## config.mk

```make
export PLATFORM = sky130hd
export DESIGN_NAME = doubled_id_gen
export DESIGN_NICKNAME = d
export VERILOG_FILES = /design/src/rtl/doubled_id_gen.sv
export SDC_FILE = /design/constraint.sdc
export NUM_CORES = 1
export LEC_CHECK = 0
export CORE_ASPECT_RATIO = 0.6
export CORE_MARGIN = 2
export CORE_UTILIZATION = 51
export CTS_BUF_LIST = sky130_fd_sc_hd__clkbuf_16
export CTS_CLUSTER_DIAMETER = 200
export DETAILED_ROUTE_END_ITERATION = 10
export GPL_ROUTABILITY_DRIVEN = 0
export PLACE_DENSITY = 0.78
export SLEW_MARGIN = 15
export SYNTH_ARGS = -nofsm -noshare
export SYNTH_HDL_FRONTEND = slang
export SYNTH_SLANG_ARGS = --single-unit
```

## constraint.sdc

```tcl
create_clock -name clk -period 4.3 [get_ports clk]
set_input_delay 0.86 -clock clk [delete_from_list [all_inputs] [get_ports clk]]
set_output_delay 0.86 -clock clk [all_outputs]
set_load 0.01 [all_outputs]
```

## src/rtl/doubled_id_gen.sv

```systemverilog
// doubled_id_gen: streams, in ascending order, every packed-BCD ID whose upper half repeats its
// lower half and lies inside [range_lo, range_hi]. Optional macro SUM_EN adds a BCD running sum.
module doubled_id_gen #(
  parameter int ID_DIGITS = 11,
  parameter int HALF_MAX  = ID_DIGITS / 2
) (
  input  logic                   clk,
  input  logic                   rst_n,
  input  logic                   start,
  input  logic [4*ID_DIGITS-1:0] range_lo,
  input  logic [4*ID_DIGITS-1:0] range_hi,
  output logic [4*ID_DIGITS-1:0] id_out,
  output logic                   id_valid,
  input  logic                   id_ready,
  output logic                   busy,
  output logic                   done
`ifdef SUM_EN
  ,
  output logic [63:0]            sum_out
`endif
);

  localparam int IDW = 4 * ID_DIGITS;
  localparam int HND = HALF_MAX + 1;
  localparam int HW  = 4 * HND;
  localparam int KW  = $clog2(HND + 1);
  localparam logic [KW-1:0] K_MAX = KW'(HALF_MAX);

  typedef enum logic [1:0] {
    ST_IDLE = 2'd0,
    ST_SCAN = 2'd1,
    ST_EMIT = 2'd2,
    ST_DONE = 2'd3
  } state_t;

  state_t         r_state;
  logic [HW-1:0]  r_half;
  logic [KW-1:0]  r_k;
  logic [IDW-1:0] r_lo;
  logic [IDW-1:0] r_hi;

  logic [HW-1:0]  w_half_inc;
  logic           w_roll;
  logic [KW+1:0]  w_shift;
  logic [IDW-1:0] w_cand;
  logic           w_end;
  logic           w_hs;

  function automatic logic [HW-1:0] bcd_inc(input logic [HW-1:0] v);
    logic [HW-1:0] r;
    logic          c;
    r = v;
    c = 1'b1;
    for (int i = 0; i < HND; i++) begin
      if (c) begin
        if (v[4*i +: 4] == 4'd9) begin
          r[4*i +: 4] = 4'd0;
          c = 1'b1;
        end else begin
          r[4*i +: 4] = v[4*i +: 4] + 4'd1;
          c = 1'b0;
        end
      end
    end
    return r;
  endfunction

  // Incrementing past all-9s in k digits lands a carry in digit k, which signals a length change.
  assign w_shift    = {r_k, 2'b00};
  assign w_half_inc = bcd_inc(r_half);
  assign w_roll     = |(w_half_inc >> w_shift);
  assign w_cand     = (IDW'(r_half) << w_shift) | IDW'(r_half);
  assign w_end      = (r_k > K_MAX) || (w_cand > r_hi);
  assign w_hs       = id_valid & id_ready;

  // Enumeration FSM with registered stream and status outputs.
  always_ff @(posedge clk or negedge rst_n) begin
    if (!rst_n) begin
      r_state  <= ST_IDLE;
      r_half   <= HW'(1'b1);
      r_k      <= KW'(1'b1);
      r_lo     <= '0;
      r_hi     <= '0;
      id_out   <= '0;
      id_valid <= 1'b0;
      busy     <= 1'b0;
      done     <= 1'b0;
    end else begin
      case (r_state)
        ST_IDLE: begin
          done <= 1'b0;
          if (start) begin
            r_lo    <= (range_lo == '0) ? IDW'(1'b1) : range_lo;
            r_hi    <= range_hi;
            r_half  <= HW'(1'b1);
            r_k     <= KW'(1'b1);
            busy    <= 1'b1;
            r_state <= ST_SCAN;
          end
        end
        ST_SCAN: begin
          if (w_end) begin
            busy    <= 1'b0;
            done    <= 1'b1;
            r_state <= ST_DONE;
          end else if (w_cand >= r_lo) begin
            id_out   <= w_cand;
            id_valid <= 1'b1;
            r_state  <= ST_EMIT;
          end else begin
            r_half <= w_half_inc;
            if (w_roll) r_k <= r_k + KW'(1'b1);
          end
        end
        ST_EMIT: begin
          if (w_hs) begin
            id_valid <= 1'b0;
            r_half   <= w_half_inc;
            if (w_roll) r_k <= r_k + KW'(1'b1);
            r_state  <= ST_SCAN;
          end
        end
        ST_DONE: begin
          done    <= 1'b0;
          r_state <= ST_IDLE;
        end
        default: begin
          id_valid <= 1'b0;
          busy     <= 1'b0;
          done     <= 1'b0;
          r_state  <= ST_IDLE;
        end
      endcase
    end
  end

`ifdef SUM_EN
  function automatic logic [63:0] bcd_add64(input logic [63:0] a, input logic [63:0] b);
    logic [63:0] r;
    logic [4:0]  d;
    logic        c;
    r = 64'd0;
    c = 1'b0;
    for (int i = 0; i < 16; i++) begin
      d = {1'b0, a[4*i +: 4]} + {1'b0, b[4*i +: 4]} + {4'd0, c};
      if (d > 5'd9) begin
        r[4*i +: 4] = 4'(d - 5'd10);
        c = 1'b1;
      end else begin
        r[4*i +: 4] = d[3:0];
        c = 1'b0;
      end
    end
    return r;
  endfunction

  // Running BCD sum of accepted IDs; the carry out of digit 15 is dropped (mod 10^16).
  always_ff @(posedge clk or negedge rst_n) begin
    if (!rst_n) begin
      sum_out <= 64'd0;
    end else if ((r_state == ST_IDLE) && start) begin
      sum_out <= 64'd0;
    end else if (w_hs) begin
      sum_out <= bcd_add64(sum_out, 64'(id_out));
    end
  end
`endif

endmodule

```

==> results.toml, run 1 <==
[floorplan]
dieHeight_um = 114
ios = 139
row_count = 40
core_um2 = 19900
die-width_um = 188
start_util = 0.518
dieArea_um2 = 21400

[detailed_routing]
ant_nets = 0
drcViolationCount = 0
drt-initial-drc-count = 1000
num_vias = 9368
firstDrtPassIters = 7
vias_per_cell = 6.01
totalWireLength_um = 32700
wl_per_cell_um = 21.0

[critical_path]
r2r_end = "r_half[22]"
crit_fanout = 7
crit_path_top_delay_cell = "dfstp_2"
rr_startpoint = "r_k[0]"
path_class = "register to register"
start_kind = "register"
crit_end = "r_half[22]"
critPathCaptureType = "register"
r2r_slack_ns = -0.23
required_ns = 4.62
cp_common_cell = "a221o_1"
critical_path_arrival_ns = 4.84
r2r.worst_path.cells = 16
slowest_delay_ns = 0.68
cp_cell_sequence = "mux2i_2 -> nor2_1 -> a31oi_2 -> o21ai_2 -> ha_1 -> a21oi_1 -> nand2_1 -> a221o_1 -> a221o_1 -> a221o_1 -> or4_4 -> o32ai_4 -> buf_4 -> buf_6 -> a21bo_1 -> o31ai_4"
crit_start = "r_k[0]"

[clock_network]
cts_inserted_buffers = 17
cts_tree = "done"
path_clk_slew_ns = 0.07
cts.sinks = 164
cts-root-buf = "clkbuf_16"
ctsHoldBuffers = 0
htreeDepth = 4
cts_buffer_depth = 2
clk-insertion-delay-late_ns = 0.44

[finish]
nFillCells = 1440
utilization = 0.702
final_area_um2 = 14000
finalNetCount = 1463
layout-drive-gt1-share = 0.296
antenna_cells = 0
syn2layout_area_growth_pct = 35.4

[synth]
ys_top_cells_by_area = "dfrtp_1, mux2_2, ha_1, inv_1, nand2_1"
synthCells = 1038
synth_edf_count = 0
ys_ff_latch = 164
synth-seq-area-share = 0.398
synth_top_area_cell = "dfrtp_1"
avgSynthCellArea_um2 = 9.94
syn-cell-area_um2 = 10300
synth_top_area_frac = 0.393
synth_warnings = 0
synth_top_flop_cell = "dfrtp_1"
yosysUniqueCellTypes = 68
syn_nets = 1227
async_reset_ff_frac = 1.00

[power_and_ir_drop]
pwr-share-seq = 0.289
vdd_ir_drop_max_v = 0.000426
pwr-share-comb = 0.523
power_switching_uw = 3350
intPower_uw = 5100
sw_frac_of_total = 0.397
clkPwrFrac = 0.188
p_leak_uw = 0.00670
cellPowerDensity_nw_per_um2 = 604

[timing]
finalMaxSlewViolations = 0
fmax_mhz = 221
finalHoldViolations = 0
relSlewSlack = 0.390
tns_ns = -8.67
worst_pin_slew_ns = 0.915
fin_crit_ns = 4.53
fin_ws_ns = -0.228
rsz0062_at_grt = "yes"
setup_viol = 73
finalClockSkew_ns = 0.0102
min_period_over_period = 1.05

[grt]
grt_pass1_vias = 8995
track_usage = 0.298
overflow = 0
grt_first_pass_wirelength_um = 49200
antenna_found_initial = 0
grt_max_degree = 97

[outcome]
status = "complete, but fails checks"
violations = "negative setup slack"

[flow_run]
maxCapViolCount = 0

[placed_design]
port_buffers = 138
dp_hpwl_um = 23500
placed_area_um2 = 12800

[worst_hold_path]
hp-class = "register to register"
-- cells in the final DEF, fill, tap and decap left out, drive strengths merged, types with 4 or more instances in the layout --
cell type,instances
clkbuf,18
a211oi,5
clkinv,8
a31oi,7
nor2,56
a22o,8
nor4,17
a21bo,6
mux2i,16
a21oi,47
and2,6
o21ai,53
a31o,12
a221o,5
nand4,20
nand3,22
clkdlybuf4s50,137
bufinv,4
a21o,11
o41ai,5
ha,97
and4,4
nor2b,9
o31ai,11
o211ai,5
nand2,88
o21a,4
dfrtp,162
nor3,9
inv,114
buf,136
mux2,136
-- per-layer routing --
metal | GRT usage | part of all wire | vias up
met5 | 0 | 0 | -
met4 | 0.0782 | 0.026 | 0
met3 | 0.0772 | 0.097 | 92
met2 | 0.454 | 0.43 | 532
met1 | 0.424 | 0.44 | 4558
li1 | - | - | 4186
-- kinds of logic after synthesis --
kind of cell             synth area share
buffers and inverters              0.0639
flip-flops                          0.398
AND/OR/NAND/NOR                     0.115
AO/OA/AOI/OAI                       0.142
adder cells (fa/ha/maj)             0.118
multiplexers                        0.164
-- how the worst min path moves through the flow --
stage | startpoint | to | slack [ns] | cells past startpoint
final | id_out[25] | id_out[25] | 0.51 | 1
after CTS | r_lo[28] | r_lo[28] | 0.51 | 1
after global placement | r_lo[0] | r_lo[0] | 0.48 | 2
after global routing | r_hi[22] | r_hi[22] | 0.51 | 1
after floorplan | r_lo[0] | r_lo[0] | 0.46 | 2
after detailed placement | id_out[13] | id_out[13] | 0.49 | 1
-- registers in the layout, indices dropped and copies added, names as in the netlist --
register and count:
r_half 24, id_out 44, r_k 3, id_valid 1, busy 1, r_hi 44
done 1, r_state 2, r_lo 44
-- stage by stage --
step / total power [µW] / hold slack, ns / instances / worst slack, ns
global route: 8920 / 0.514 / 1560 / -0.304
finish: 8450 / 0.506 / 1560 / -0.228
detailed placement: 6280 / 0.493 / 1511 / -0.222
CTS: 8100 / 0.507 / 1555 / -0.0474
floorplan: 4560 / 0.456 / 1038 / 0.0284
global placement: 6090 / 0.477 / 1511 / -0.132
-- layout make-up --
class	count	area (µm²)	area share
multi-input cells	706	5990	0.429
well taps	273	342	0.0244
flip-flops and latches	164	4110	0.294
inverters	111	417	0.0298
repair buffers	274	2520	0.181
clock inverters	15	171	0.0123
clock buffers	17	425	0.0304
-- power groups by stage --
stage | Clock (µW) | Combinational [µW] | Sequential, µW
5_1_grt | 1670 | 4760 | 2490
6_report | 1590 | 4420 | 2440
3_5_place_dp | 0 | 3850 | 2430
3_3_place_gp | 0 | 3690 | 2400
4_1_cts | 1600 | 4070 | 2420
2_1_floorplan | 0 | 2220 | 2340
-- critical path: cells and delay by family, from the launching register on --
kind / cells / cell delay (ns)
buf+inv: 2 / 0.32
compound gates: 9 / 2.11
flops: 1 / 0.68
mux: 1 / 0.28
simple gates: 3 / 0.67
fa+ha+maj: 1 / 0.36
-- cells in the mapped netlist (all sizes together), types with 6 or more instances --
cell	instances
ha	97
nor3	9
a31oi	7
buf	20
mux2	136
mux2i	16
nand4	20
nor2	56
o31ai	11
nand2	87
and2	6
inv	110
a21oi	47
a21o	11
clkbuf	38
nor2b	9
nor4	17
a31o	12
a22o	8
nand3	22
dfrtp	162
a21bo	6
o21ai	53
-- what timing repair did --
action | 4_1_cts | 5_1_grt
gates cloned | 1 | 2
endpoints found under the setup margin | 70 | 74
gates resized for setup | 42 | 68
setup buffers | 11 | 4
pin swaps | 21 | 22
(Power assumes the default switching activity.)
==> inputs of run 2 (changes only) <==
--- a/config.mk
+++ b/config.mk
@@ -14,5 +14,5 @@
 export GPL_ROUTABILITY_DRIVEN = 0
 export PLACE_DENSITY = 0.78
-export SLEW_MARGIN = 15
+export SLEW_MARGIN = 20
 export SYNTH_ARGS = -nofsm -noshare
 export SYNTH_HDL_FRONTEND = slang
==> constraint.sdc (replaced) <==
create_clock -name clk -period 4.3 [get_ports clk]
set_input_delay 0.86 -clock clk [delete_from_list [all_inputs] [get_ports clk]]
set_output_delay 0.86 -clock clk [all_outputs]
set_load 0.02 [all_outputs]
==> results of run 2 <==
Same layout as run 1 (identical final DEF). Status: complete, but fails checks: negative setup slack.
Among the figures that moved: total power 8450 µW -> 8500 µW
